--- src/rtl/conv_job_sched.sv ---
// conv_job_sched: job queue and launch sequencer in front of the 3x3 binary convolution engine.
// Ports:
//   clk, reset_b (async, active-high)
//   job_valid/job_ready, job_in_base/job_out_base/job_wbase, job_tag : host descriptor push
//   flush                                        : drop all queued, not-yet-launched jobs
//   eng_run, eng_busy, eng_in_base/eng_out_base/eng_wbase : engine sequencing
//   done_pulse, done_tag, jobs_done              : completion reporting
//   q_level                                      : queued entries, excluding the active job
//   err_timeout                                  : sticky watchdog error
// Optional feature: define CONV_SCHED_WDOG_EN to enable the WAIT/RUN watchdog.
module conv_job_sched #(
  parameter int DEPTH       = 4,
  parameter int AW          = 12,
  parameter int WDOG_CYCLES = 4096
) (
  input  logic                     clk,
  input  logic                     reset_b,
  input  logic                     job_valid,
  output logic                     job_ready,
  input  logic [AW-1:0]            job_in_base,
  input  logic [AW-1:0]            job_out_base,
  input  logic [AW-1:0]            job_wbase,
  input  logic [3:0]               job_tag,
  input  logic                     flush,
  output logic                     eng_run,
  input  logic                     eng_busy,
  output logic [AW-1:0]            eng_in_base,
  output logic [AW-1:0]            eng_out_base,
  output logic [AW-1:0]            eng_wbase,
  output logic                     done_pulse,
  output logic [3:0]               done_tag,
  output logic [7:0]               jobs_done,
  output logic [$clog2(DEPTH):0]   q_level,
  output logic                     err_timeout
);
  localparam int PW = $clog2(DEPTH);
  localparam int JW = 3*AW + 4;

  if (DEPTH < 2 || (DEPTH & (DEPTH - 1)) != 0 || WDOG_CYCLES < 2 || WDOG_CYCLES > 65536) begin : g_bad_param
    $error("conv_job_sched: illegal parameter value");
  end

  typedef enum logic [2:0] {IDLE, LAUNCH, WAIT_BUSY, RUN, DONE} state_t;

  state_t        state, state_nx;
  logic [JW-1:0] mem [DEPTH];
  logic [JW-1:0] act;
  logic [PW-1:0] wr_ptr, rd_ptr;
  logic          push, pop, timeout;

  // Descriptor layout: {in_base, out_base, wbase, tag}
  assign eng_in_base  = act[JW-1 -: AW];
  assign eng_out_base = act[2*AW+3 -: AW];
  assign eng_wbase    = act[AW+3 -: AW];
  assign eng_run      = state == LAUNCH;
  assign done_pulse   = state == DONE;
  // Gated by reset so every output reads 0 while reset is held.
  assign job_ready    = q_level != (PW+1)'(DEPTH) && !flush && !reset_b;
  assign push         = job_valid && job_ready;
  assign pop          = state == IDLE && q_level != '0;

  always_comb begin
    state_nx = state;
    unique case (state)
      IDLE:      state_nx = pop ? LAUNCH : IDLE;
      LAUNCH:    state_nx = WAIT_BUSY;
      WAIT_BUSY: state_nx = timeout ? DONE : eng_busy ? RUN : WAIT_BUSY;
      RUN:       state_nx = (timeout || !eng_busy) ? DONE : RUN;
      DONE:      state_nx = IDLE;
      default:   state_nx = IDLE;
    endcase
  end

  always_ff @(posedge clk) begin
    if (push) mem[wr_ptr] <= {job_in_base, job_out_base, job_wbase, job_tag};
  end

  always_ff @(posedge clk or posedge reset_b) begin
    if (reset_b) begin
      state     <= IDLE;
      wr_ptr    <= '0;
      rd_ptr    <= '0;
      q_level   <= '0;
      act       <= '0;
      done_tag  <= '0;
      jobs_done <= '0;
    end else begin
      state <= state_nx;
      if (flush) begin
        wr_ptr  <= '0;
        rd_ptr  <= '0;
        q_level <= '0;
      end else begin
        wr_ptr  <= wr_ptr + PW'(push);
        rd_ptr  <= rd_ptr + PW'(pop);
        q_level <= q_level + (PW+1)'(push) - (PW+1)'(pop);
      end
      if (pop) act <= mem[rd_ptr];
      // Completion data is captured on entry to DONE so it is valid with done_pulse.
      if (state_nx == DONE && state != DONE) begin
        done_tag  <= act[3:0];
        jobs_done <= jobs_done + 8'd1;
      end
    end
  end

`ifdef CONV_SCHED_WDOG_EN
  logic [15:0] wdog;
  assign timeout = (state == WAIT_BUSY || state == RUN) && wdog == 16'(WDOG_CYCLES - 1);
  always_ff @(posedge clk or posedge reset_b) begin
    if (reset_b) begin
      wdog        <= '0;
      err_timeout <= 1'b0;
    end else begin
      wdog        <= state == LAUNCH ? '0 : (state == WAIT_BUSY || state == RUN) ? wdog + 16'd1 : wdog;
      err_timeout <= flush ? 1'b0 : timeout ? 1'b1 : err_timeout;
    end
  end
`else
  assign timeout     = 1'b0;
  assign err_timeout = 1'b0;
`endif
endmodule
--- config.mk ---
export PLATFORM = sky130hd
export DESIGN_NAME = conv_job_sched
export DESIGN_NICKNAME = d
export VERILOG_FILES = /design/src/rtl/conv_job_sched.sv
export SDC_FILE = /design/constraint.sdc
export NUM_CORES = 1
export LEC_CHECK = 0
export ABC_AREA = 1
export BUFFER_PORTS_ARGS = -buffer_cell sky130_fd_sc_hd__buf_2
export CORE_MARGIN = 4
export CORE_UTILIZATION = 55
export CTS_BUF_LIST = sky130_fd_sc_hd__clkbuf_8
export DETAILED_ROUTE_END_ITERATION = 8
export PLACE_DENSITY = 0.84
export SYNTH_ARGS = -nofsm -noshare
export SYNTH_HDL_FRONTEND = slang
export SYNTH_SLANG_ARGS = --single-unit
--- constraint.sdc ---
create_clock -name clk -period 4.2 [get_ports clk]
set_clock_uncertainty 0.1 [all_clocks]
set_input_delay 0.84 -clock clk [delete_from_list [all_inputs] [get_ports clk]]
set_output_delay 0.84 -clock clk [all_outputs]
set_load 0.005 [all_outputs]
==> results.cfg, run 1 <==
[detailed_routing]
wl_um = 17800
post-route-drc-count = 0
via_count = 5695
dr.first_iter.drc_count = 496
wl_per_cell_um = 15.9
antenna_left = 0
dr.pass1.iters = 5
vias_per_cell = 5.08

[critical_path]
cp_max_fo = 22
critPathRequiredTime_ns = 4.51
path_class = flop to flop
reg2reg_depth = 11
r2r_slack_ns = 1.70
crit_chain = inv_1 > nand3_1 > a21oi_4 > ha_1 > inv_1 > ha_1 > inv_1 > fa_1 > inv_1 > nor2_1 > nor3_1
max_stage_delay_ns = 0.51
worstSetupEndpointType = flop
critPathSlowestCell = a21oi_4
start_kind = flop
arrival_ns = 2.82
r2r_start = state[0]
cp_common_cell = inv_1
rr_endpoint = q_level[2]

[sta]
rsz0062_at_grt = no
fmax_mhz = 399
slew_viol_final = 0
slew_headroom_pct = 17.9
setup_viol = 0
fin_crit_ns = 2.50
worst_slew_pin_slew_ns = 1.23
hold_violations = 0
final.period_utilization_pct = 59.6
hold_slack_ns = 0.265
finalWorstSetupSlack_ns = 1.70

[pwr]
p_int_mw = 4.17
p_comb_share_pct = 25.3
p_switching_mw = 1.99
peakVddDrop_mv = 0.228
power.share.switching_pct = 32.3
power.density_mw_per_mm2 = 611
clkPwrFrac_pct = 28.8
sequentialPowerShare_pct = 45.9
leakagePower_nw = 4.28
report.power.total_mw = 6.16

[placement]
gp_congestion = 0.757
hpwl_um = 10600
place_ws_ns = 1.40
dp.cells = 1055
io_buffers = 98

[logic_synthesis]
synthesis.area_mm2 = 0.00901
synth.largest_area_cell = edfxtp_1
ys_async_sr_fraction_pct = 27.9
synth_top_area_share_pct = 53.3
postSynthAreaPerCell_um2 = 11.2
synthesis.nets = 856
ys_seq_area_share_pct = 70.6
yosysUniqueCellTypes = 28
synthFlopType = edfxtp_1
synth_area_leaders = edfxtp_1 53%, dfrtp_1 17%, nand2_1 8.2%
synth_warnings = 0
synth_seq_cells = 222
synthCells = 805
synth_edf_count = 160

[global_route]
grt_pass1_wl_um = 28100
grt-ovfl-total = 0
grt_max_degree = 82
grt_pass1_vias = 5758
antenna_found_initial = 4
grt_use_total_pct = 19.3

[cells_and_area]
utilization_pct = 63.2
fillCellCount = 1183
regArea_mm2 = 0.00636
multiInputGateArea_mm2 = 0.00208
drive_gt1_share_pct = 18.7
stdcell_count = 1120
fin_nets = 927
area_delta_synth_final_pct = 11.8

[clocking]
cts_tree = done
cts_resized = 0
cts_setup_buffers = 0
insertion_delay_ns = 0.50
clockBufferDepth = 3
cts_root_buffer = clkbuf_8
htree_num_levels = 2
ctsHoldBuffers = 0
cts_buffers = 35
clk_pin_slew_worst_paths_ns = 0.07
cts_num_sinks = 222

[die]
core_area_mm2 = 0.0159
fp.dieW_um = 136
initial_utilization_pct = 56.5
ios = 100
die-area_mm2 = 0.0185
row_count = 46
die_h_um = 136

[outcome]
outcome = completed

[worst_hold_path]
hold_class = primary input to async pin

[run]
maxCapViolCount = 0
==> routing by layer <==
| metal | part of all wire (%) | vias up | GRT usage [%] |
|---|---|---|---|
| met5 | 0.17 | - | 0 |
| met4 | 2.5 | 6 | 7.56 |
| met1 | 39 | 2687 | 23.6 |
| met3 | 7.4 | 41 | 4.74 |
| li1 | - | 2762 | - |
| met2 | 51 | 199 | 33.3 |
==> cell type report <==
cell class | count | area share (%)
sequential | 222 | 63.1
multi-input combinational | 483 | 20.7
timing repair buffer | 107 | 5.54
clock buffer | 39 | 5.33
tap | 216 | 2.68
clock inverter | 25 | 1.61
inverter | 27 | 1.02
antenna | 1 | 0.0248
==> power groups by stage <==
stage	sequential [mW]	combinational [mW]	clock, mW
after CTS	2.83	1.59	1.80
after global routing	2.86	1.77	1.91
after global placement	2.86	1.49	0
after floorplan	2.83	1.32	0
after detailed placement	2.87	1.56	0
final	2.83	1.56	1.78
==> kinds of logic (layout without fill, tap and decap cells) <==
kind of cell             Yosys count  in the layout  share of synthesized area, %
AO/OA/AOI/OAI                     84             84                          4.85
XOR/XNOR                           7              7                         0.681
adder cells (fa/ha/maj)            6              6                         0.917
buffers and inverters            100            198                          6.54
flip-flops                       222            222                          70.6
other                              1              2                        0.0416
AND/OR/NAND/NOR                  385            385                          16.4
==> worst max path at each step <==
stage	startpoint	endpoint	slack [ns]
2_1_floorplan	flush	mem[0][0]	-0.46
3_3_place_gp	flush	q_level[2]	1.44
3_5_place_dp	flush	q_level[2]	1.40
4_1_cts	state[0]	q_level[2]	1.68
5_1_grt	state[0]	q_level[2]	1.49
6_report	state[0]	q_level[2]	1.70
==> state kept, by name, indices dropped and copies added (netlist names) <==
register and flops:
act 40, done_tag 4, jobs_done 8, mem 160, q_level 3, rd_ptr 2, state 3, wr_ptr 2
==> Yosys cell counts (4+ instances only) <==
| master | n |
|---|---|
| o21ai_1 | 25 |
| inv_2 | 4 |
| nand2_1 | 197 |
| dfrtp_1 | 62 |
| buf_4 | 37 |
| nand3_1 | 4 |
| nor2_1 | 172 |
| o21ai_0 | 56 |
| clkbuf_2 | 8 |
| inv_1 | 23 |
| nor3_1 | 7 |
| buf_6 | 5 |
| ha_1 | 5 |
| buf_2 | 22 |
| edfxtp_1 | 160 |
| xnor2_1 | 6 |
==> layout by cell type, fill, tap and decap left out <==
| master | synthesis | layout |
|---|---|---|
| nand2_1 | 197 | 197 |
| edfxtp_1 | 160 | 160 |
| nor3_2 | 0 | 4 |
| inv_2 | 4 | 4 |
| dfrtp_2 | 0 | 2 |
| nor2_2 | 1 | 1 |
| a21oi_4 | 1 | 1 |
| o21ai_1 | 25 | 25 |
| buf_4 | 37 | 9 |
| and2_1 | 1 | 1 |
| clkinvlp_4 | 0 | 3 |
| nor3_1 | 7 | 3 |
| nand3b_1 | 1 | 1 |
| nor2_1 | 172 | 172 |
| nand4_1 | 1 | 1 |
| ha_1 | 5 | 5 |
| o21ai_0 | 56 | 56 |
| diode_2 | 0 | 1 |
| clkinv_2 | 0 | 5 |
| xnor2_1 | 6 | 6 |
| a21boi_0 | 1 | 1 |
| clkinv_1 | 0 | 5 |
| conb_1 | 1 | 1 |
| inv_1 | 23 | 33 |
| buf_2 | 22 | 98 |
| dfrtp_1 | 62 | 60 |
| xor2_1 | 1 | 1 |
| clkbuf_8 | 0 | 39 |
| bufinv_16 | 0 | 2 |
| o21bai_1 | 1 | 1 |
| fa_1 | 1 | 1 |
| nor2_4 | 1 | 1 |
| nand3_1 | 4 | 4 |
==> worst max-delay path: cells and delay by family, from the launching register on <==
kind            cells  cell delay [ns]
fa+ha+maj           3             0.82
compound gates      1             0.51
flops               1             0.40
buf+inv             4             0.26
simple gates        3             0.34
==> stage by stage <==
stage / area (µm²) / TNS (ns)
3_3_place_gp: 9370 / 0
3_5_place_dp: 9370 / 0
4_1_cts: 10100 / 0
5_1_grt: 10100 / 0
2_1_floorplan: 9010 / -73.17
6_report: 10100 / 0
No activity file was read; power rests on OpenSTA's default activity.
==> inputs of run 2 (changes only) <==
Settings changed: PLACE_DENSITY 0.84 to 0.81.
Clock period 4.2 ns to 2.5 ns, I/O delays scaled along.
==> results.cfg, run 2 (synthesis results as in run 1) <==
[detailed_routing]
wl_met2_um = 8820
dr.pass1.iters = 7
wl_um = 17800
antenna_left = 0
wl_per_cell_um = 15.8
via_count = 5713
dr.first_iter.drc_count = 337
routedLengthMet1_um = 7220
dr_wl_met3_um = 1310
vias_per_cell = 5.09
post-route-drc-count = 0
top_layer = met5

[cells_and_area]
reg_top3 = mem x160, act x40, jobs_done x8
fin_nets = 933
utilization_pct = 64.0
largest_reg_flops = 160
mostFrequentLayoutCell = nand2_1
regArea_mm2 = 0.00636
drive_gt1_share_pct = 19.6
final_area_mm2 = 0.0102
area_delta_synth_final_pct = 13.2
num_antenna_cells = 0
fillCellCount = 1187
final_cell_mix = 197 x nand2_1, 171 x nor2_1, 160 x edfxtp_1, 98 x buf_2, 60 x dfrtp_1
largest_register = mem
multiInputGateArea_mm2 = 0.00212

[die]
initial_utilization_pct = 56.5
core_area_mm2 = 0.0159
row_count = 46
fp.dieW_um = 136
ios = 100
die_h_um = 136
die-area_mm2 = 0.0185

[sta]
fin_crit_ns = 2.25
setup_viol = 0
tns_ns = 0
slew_viol_final = 0
rsz0062_at_grt = no
hold_violations = 0
hold_slack_ns = 0.0888
fmax_mhz = 445
final.period_utilization_pct = 89.9
worst_slew_pin_slew_ns = 0.565
finalWorstSetupSlack_ns = 0.252
slew_headroom_pct = 62.3

[global_route]
grt_pass1_vias = 5699
antenna_found_initial = 3
grt-ovfl-total = 0
grt_pass1_wl_um = 28700
grt_max_degree = 82
grt_use_total_pct = 20.1

[critical_path]
critPathLaunch = reset_b
path_class = primary input to output pin
r2r_start = state[0]
cp_max_fo = 2
critPathRequiredTime_ns = 1.90
worstSetupEndpointType = output pin
arrival_ns = 1.65
start_kind = primary input

[worst_hold_path]
hold_class = primary input to flop
holdCritStartpoint = job_out_base[4]

[placement]
gp_congestion = 0.765
dpl_cell_area_mm2 = 0.00954
io_buffers = 98
hpwl_um = 10400
place_ws_ns = 0.292

[run]
maxCapViolCount = 0

[clocking]
htree_num_levels = 2
cts_buffers = 35
ctsHoldBuffers = 1
insertion_delay_ns = 0.52
cts_tree = done
clockBufferDepth = 3
cts_setup_buffers = 0
clk_pin_slew_worst_paths_ns = 0.06
cts_root_buffer = clkbuf_8
cts_resized = 0
cts_num_sinks = 222

[pwr]
leakagePower_nw = 4.32
peakVddDrop_mv = 0.486
power.density_mw_per_mm2 = 1010

[outcome]
outcome = completed
[run 2: final cells by class]
cell class / instances / share of cell area [%]
Timing Repair Buffer: 113 / 6.80
Sequential cell: 222 / 62.3
Inverter: 27 / 1.01
Multi-Input combinational cell: 483 / 20.8
Clock buffer: 40 / 5.40
Tap cell: 216 / 2.65
Clock inverter: 22 / 0.994
[run 2: worst paths after layout]
kind | slack [ns] | endpoint | cells past startpoint
worst max register to register | 0.37 | act[1] | 8
worst max-delay path | 0.25 | job_ready | 5
max in group asynchronous | 1.21 | act[31] | 4
worst min register to register | 0.36 | done_tag[2] | 2
worst min-delay path | 0.09 | mem[2][20] | 1
min in group asynchronous | 0.49 | act[9] | 3
[run 2: worst max-delay path, stage by stage]
cell and delay (ns):
dlygate4sd3_1 0.54, buf_2 0.14, nor2_2 0.16, a21boi_0 0.18, buf_2 0.13
[run 2: layer usage]
metal | global-route usage [%] | vias to the layer above
li1 | - | 2774
met5 | 0 | -
met4 | 7.39 | 6
met3 | 5.33 | 38
met1 | 25.5 | 2689
met2 | 33.5 | 206
[run 2: report_power, final]
part | switching [mW] | internal [mW] | total, mW
Sequential | 0.284 | 4.45 | 4.74
Clock | 1.34 | 1.47 | 2.81
Combinational | 1.74 | 0.988 | 2.73
Total | 3.36 | 6.91 | 10.3
[run 2: metrics by stage]
step	instances	power (mW)
2_1_floorplan	805	6.99
3_3_place_gp	1060	7.45
3_5_place_dp	1060	7.55
4_1_cts	1123	10.4
5_1_grt	1123	11.0
6_report	1123	10.3
